`src/rtl/fetch_stage.sv`:
```
// fetch_stage: MIPS instruction-fetch stage owning the PC and the IF/ID pipeline register
// Ports: clk, rst (async, active-high); imem_addr (word address = pc[31:2]) / imem_data
//   (single-cycle combinational read); stall, flush, redirect_valid, redirect_pc control inputs;
//   pc, if_id_instr, if_id_pc_plus4, if_id_valid registered outputs.
// Optional FETCH_PERF_EN adds perf_fetch_cnt (valid captures) and perf_stall_cnt (pure stalls).
module fetch_stage #(
  parameter logic [31:0] RESET_PC  = 32'h0000_0000,
  parameter logic [31:0] NOP_INSTR = 32'h0000_0000
) (
  input  logic        clk,
  input  logic        rst,
  output logic [29:0] imem_addr,
  input  logic [31:0] imem_data,
  input  logic        stall,
  input  logic        flush,
  input  logic        redirect_valid,
  input  logic [31:0] redirect_pc,
  output logic [31:0] pc,
  output logic [31:0] if_id_instr,
  output logic [31:0] if_id_pc_plus4,
  output logic        if_id_valid
`ifdef FETCH_PERF_EN
  ,
  output logic [31:0] perf_fetch_cnt,
  output logic [31:0] perf_stall_cnt
`endif
);
  logic [31:0] pc_plus4;
  logic        bubble;
  logic        capture;
  logic        unused_low;
  assign imem_addr  = pc[31:2];
  assign pc_plus4   = pc + 32'd4;
  // A redirect means the word fetched this cycle is wrong-path, so it is squashed like a flush.
  assign bubble     = flush | redirect_valid;
  assign capture    = !bubble && !stall;
  assign unused_low = ^redirect_pc[1:0];
  always_ff @(posedge clk or posedge rst)
    if (rst) pc <= RESET_PC;
    else pc <= redirect_valid ? {redirect_pc[31:2], 2'b00} : stall ? pc : pc_plus4;
  always_ff @(posedge clk or posedge rst)
    if (rst) begin
      if_id_instr    <= NOP_INSTR;
      if_id_pc_plus4 <= 32'd0;
      if_id_valid    <= 1'b0;
    end else if (bubble) begin
      if_id_instr    <= NOP_INSTR;
      if_id_pc_plus4 <= 32'd0;
      if_id_valid    <= 1'b0;
    end else if (capture) begin
      if_id_instr    <= imem_data;
      if_id_pc_plus4 <= pc_plus4;
      if_id_valid    <= 1'b1;
    end
`ifdef FETCH_PERF_EN
  always_ff @(posedge clk or posedge rst)
    if (rst) begin
      perf_fetch_cnt <= 32'd0;
      perf_stall_cnt <= 32'd0;
    end else begin
      perf_fetch_cnt <= perf_fetch_cnt + {31'd0, capture};
      perf_stall_cnt <= perf_stall_cnt + {31'd0, stall & !bubble};
    end
`else
`endif
endmodule
```
`config.mk`:
```
export PLATFORM = sky130hd
export DESIGN_NAME = fetch_stage
export DESIGN_NICKNAME = d
export VERILOG_FILES = /design/src/rtl/fetch_stage.sv
export SDC_FILE = /design/constraint.sdc
export NUM_CORES = 1
export LEC_CHECK = 0
export ABC_CLOCK_PERIOD_IN_PS = 5050
export CAP_MARGIN = 30
export CORE_AREA = 5 5 117 119
export CTS_CLUSTER_SIZE = 8
export DETAILED_ROUTE_END_ITERATION = 16
export DIE_AREA = 0 0 122 124
export PLACE_DENSITY = 0.81
export REMOVE_ABC_BUFFERS = 1
export SLEW_MARGIN = 20
export SYNTH_ARGS = -nofsm -noshare
export SYNTH_HDL_FRONTEND = slang
export SYNTH_SLANG_ARGS = --single-unit
```
`constraint.sdc`:
```
create_clock -name clk -period 5.05 [get_ports clk]
set_clock_uncertainty 0.05 [all_clocks]
set_input_delay 1.515 -clock clk [delete_from_list [all_inputs] [get_ports clk]]
set_output_delay 1.515 -clock clk [all_outputs]
set_load 0.01 [all_outputs]
```
; ---- Yosys cells after proc, flatten, opt, wreduce, memory -nomap -nowiden
; Cells that the tools add are included.
[classes]
n_addsub = 1
mul = 0
div_mod_pow = 0
order_cmp = 0
n_eq_ne = 1
shift = 0
mux = 8
bitwise = 1
reduce_logical = 4
[op_table]
columns = cell, n
row1 = 2-to-1 mux 32 bit, 6
row2 = "adder 32 x 3 -> 32 bit, second input constant", 1
row3 = logical NOT 1 bit, 2
row4 = 2-to-1 mux 1 bit, 2
row5 = "!= test 2 x 1 -> 1 bit, second input constant", 1
row6 = nonzero test 2 bit, 1
row7 = logical AND 1 bit, 1
row8 = OR 1 bit, 1
[word_totals]
reg_bits = 97
latchBits = 0
ram_bits = 0
mem_bits_ro = 0
out_inout_bits = 127
elab_cells = 19
n_memories = 0

; ---- Logic depth before layout (Yosys ltp)
[depth]
ltp_word = 5
mapped_depth = 6

; ---- Worst setup path before layout
; Ideal clock, no wire load.
[synth_timing]
path_kind = input to register
start = input stall
end = register if_id_instr[0]
setup_ns = 0.132
t_arrival_ns = 2.404
required_time_ns = 4.868
setup_slack_ns = 2.464
path_stages = 5
n_path_buf = 3
cell_sequence = buf_2 -> buf_2 -> buf_2 -> mux2i_1 -> nor2_1
[synth_via]
elab_chain_cells = 3
[synth_rtl]
columns = element, line
row1 = from (decl), 14  ; input logic stall,
row2 = logical NOT 1 bit, 36  ; assign capture = !bubble && !stall;
row3 = logical AND 1 bit, 36
row4 = nonzero test 2 bit (no line), -
row5 = to (signal assigned), 51  ; if_id_instr <= imem_data;
row6 = to (decl), 19  ; output logic [31:0] if_id_instr,
; Every way passes these cells.
; A chain may end at the register's enable or synchronous reset.

; ---- Worst setup path after layout
[layout_timing]
start = register pc[14]
end = output pc[14]
[layout_rtl]
columns = element, line
row1 = from (decl), 18  ; output logic [31:0] pc,
row2 = from (signal assigned), 40  ; else pc <= redirect_valid ? {redirect_pc[31:2], 2'b00} : stall ? pc : pc_plus4;
; No word-level cell between the ends.

==> results.md <==
- Primary FF master, synth: dfrtp_1
- GPL Wtd Cong: 0.8014
- Clock Tree Buf Depth: 2
- Port Buffers: 189
- Reg clk slew, reported paths: 60 ps
- Status: finished clean
- Largest net degree at the start of global routing: 71
- Leakage: 2.855 nW
- CP startpoint kind: flip-flop
- Least-Margin Pin Slew: 848.2 ps
- Reg2Reg Depth: 5
- Fillers: 1,107
- R2r setup slk: 2820 ps
- Slew Viols, Final: 0
- Crit path capture type: output pin
- Mean Syn Cell Area: 9.599 µm²
- Crit-path max FO: 11
- VDD IR max: 0.0001428 V
- Sequential fraction of the synthesis area: 47.63%
- Met3 Wirelength: 1523 µm
- Total GRT Usage: 19.55%
- Slew Limit Headroom: 43.02%
- Core area: 12,470 µm²
- Slowest stage delay, CP: 630 ps
- Final period utilization: 62.22%
- Postcts setup bufs: 0
- Post-CTS Hold Buffers: 0
- Initial antenna violation count: 0
- Setup TNS: 0 ps
- Met2 WL post-DR: 6932 µm
- Nets: 723
- DRC: 0
- Max-cap violations: 0
- WP buf/inv: 1
- Vias per inst: 5.054
- Worst skew pair latency: 340 ps
- Worst path top cell family by delay: buffers and inverters
- Min Clock Period, post-route: 3142 ps
- Vias in the first global route: 4,326
- HP Class: flip-flop to flip-flop
- WP data required: 3490 ps
- Post-synth top area cell: dfrtp_1
- Hold path startpoint: if_id_valid$_DFFE_PP0P_
- H-Tree Level Count: 3
- Clk sinks: 93
- Routed len/inst: 17.45 µm
- RSZ-0062 raised after global routing: no
- # setup viols final: 0
- Half-perimeter wire length after placement: 10,430 µm
- Routed WL: 14,460 µm
- Cell Area, Synth: 4886 µm²
- Synth cell types: 44
- Setup ws final: 1908 ps
- CTS tree: built
- Commonest non-fill, non-tap cell in the layout: clkdlybuf4s50_1
- P&R area growth vs syn: 41.64%
- Slowest cell on crit path: clkdlybuf4s50_1
- DRT Pass-1 Iters: 4
- Synth Warn #: 0
- R2r endpoint: pc[25]$_DFFE_PP0N_
- Post-CTS Resized: 0
- Yosys top cell area share: 47.63%
- F_max: 318.2 MHz
- IO Count: 196
- Die height: 124 µm
- Commonest cells after routing, fill and taps aside: 187 x clkdlybuf4s50_1, 93 x dfrtp_1, 61 x nor2_1
- GRT overflow: 0
- Starting Density: 39.20%
- Detailed-route via count: 4,190
- Worst r2r src: pc[14]$_DFFE_PP0N_
- First-pass GRT wire length: 22,850 µm
- Crit path DAT: 1580 ps
- Final Hold Viols: 0
- Root Driver: clkbuf_16
- Syn Inst Count: 509
- Setup CP Type: flip-flop to output pin
- Power Density: 266.7 nW/µm²
- # rows: 41
- Layout cells sized above 1: 5.936%
- Top Layer Used: met4
- Synthesized flop and latch total: 93
- Initial DRC count: 262
- Cts bufs inserted: 9
- Crit-path cells: clkdlybuf4s50_1
- Routed Antenna Nets: 0
- Synth async-reset ratio: 100.0%
- Die width: 122 µm
- DP Worst Slack: 1704 ps
- M1 WL: 5821 µm
- Area contributors post-synth: dfrtp_1 48%, mux2i_1 6.6%, xnor2_1 5.7%, buf_4 5.4%, nor2_1 4.7%
- Diode count: 0
- Post-synth EDFFs: 0
- Endpoint of the worst hold path: if_id_valid$_DFFE_PP0P_
- DIE AREA: 15,130 µm²
- Worst hold path depth: 1
[kinds of logic (layout without fill, tap and decap cells)]
family,Yosys count,count (layout),share of synthesized area [%]
buf+inv,71,216,8.758
simple gates,172,172,17.82
flops,93,93,47.63
xor+xnor,57,57,10.22
compound gates,81,81,8.451
other cells,1,4,0.07675
fa+ha+maj,1,1,0.2560
mux,33,33,6.786
[where the power goes]
part | leakage, nW | total, mW | internal, mW | switching [mW]
Clock | 0.129 | 0.619 | 0.344 | 0.275
Combinational | 1.50 | 0.373 | 0.210 | 0.163
Sequential | 1.22 | 0.853 | 0.785 | 0.0681
Total | 2.85 | 1.85 | 1.34 | 0.506
[metal layers]
metal,vias up,global-route usage [%]
met5,-,0
met4,0,5.462
met3,14,7.947
met2,179,32.15
met1,2035,23.82
li1,1962,-
[cell type report]
type / count / area, µm² / share of cell area [%]
Clock buffer: 13 / 250.2 / 3.616
Clock inverter: 2 / 10.01 / 0.1446
Inverter: 5 / 21.27 / 0.3074
Multi-Input combinational cell: 348 / 2142 / 30.95
Sequential cell: 93 / 2327 / 33.63
Tap cell: 172 / 215.2 / 3.110
Timing Repair Buffer: 196 / 1954 / 28.24
[metrics by stage]
step           std cells  hold WS, ps  area [µm²]  utilization (%)  power, mW
6_report             829        435.1        6920            55.52      1.846
3_5_place_dp         813        422.6        6633            53.21      1.240
4_1_cts              828        436.9        6893            55.29      1.861
3_3_place_gp         812        417.0        6625            53.15      1.228
2_1_floorplan        446        466.4        4488                -     0.9936
5_1_grt              829        474.3        6920            55.52      1.936
[state kept, by name (all words and copies together) (netlist names)]
| name | count |
|---|---|
| if_id_pc_plus4 | 30 |
| if_id_valid | 1 |
| if_id_instr | 32 |
| pc | 30 |
[synthesized netlist by cell type, types with 2 or more instances]
library cell,instances
a211oi_1,2
a21oi_1,29
and3_1,5
and3_2,2
and4_1,2
and4_2,2
buf_1,2
buf_2,9
buf_4,35
clkbuf_1,18
dfrtp_1,93
inv_1,5
mux2i_1,32
nand2_1,52
nand3_1,8
nand4_1,15
nand4_2,3
nor2_1,61
nor2b_1,2
nor3_1,4
nor3_2,3
o21ai_0,41
o21ai_1,8
xnor2_1,32
xor2_1,25
[how the worst max path moves through the flow]
stage / from / endpoint / slack [ps] / depth (start not counted)
after floorplan: rst / if_id_instr[0]$_DFFE_PP0P_ / 1060 / 1
after global placement: flush / if_id_pc_plus4[12]$_DFFE_PP0P_ / 1750 / 4
after detailed placement: redirect_valid / if_id_instr[3]$_DFFE_PP0P_ / 1700 / 4
after CTS: pc[7]$_DFFE_PP0N_ / imem_addr[5] / 1890 / 1
after global routing: pc[14]$_DFFE_PP0N_ / pc[14] / 1860 / 1
final: pc[14]$_DFFE_PP0N_ / pc[14] / 1910 / 1
Note: power is estimated with default switching activity, not from simulation.
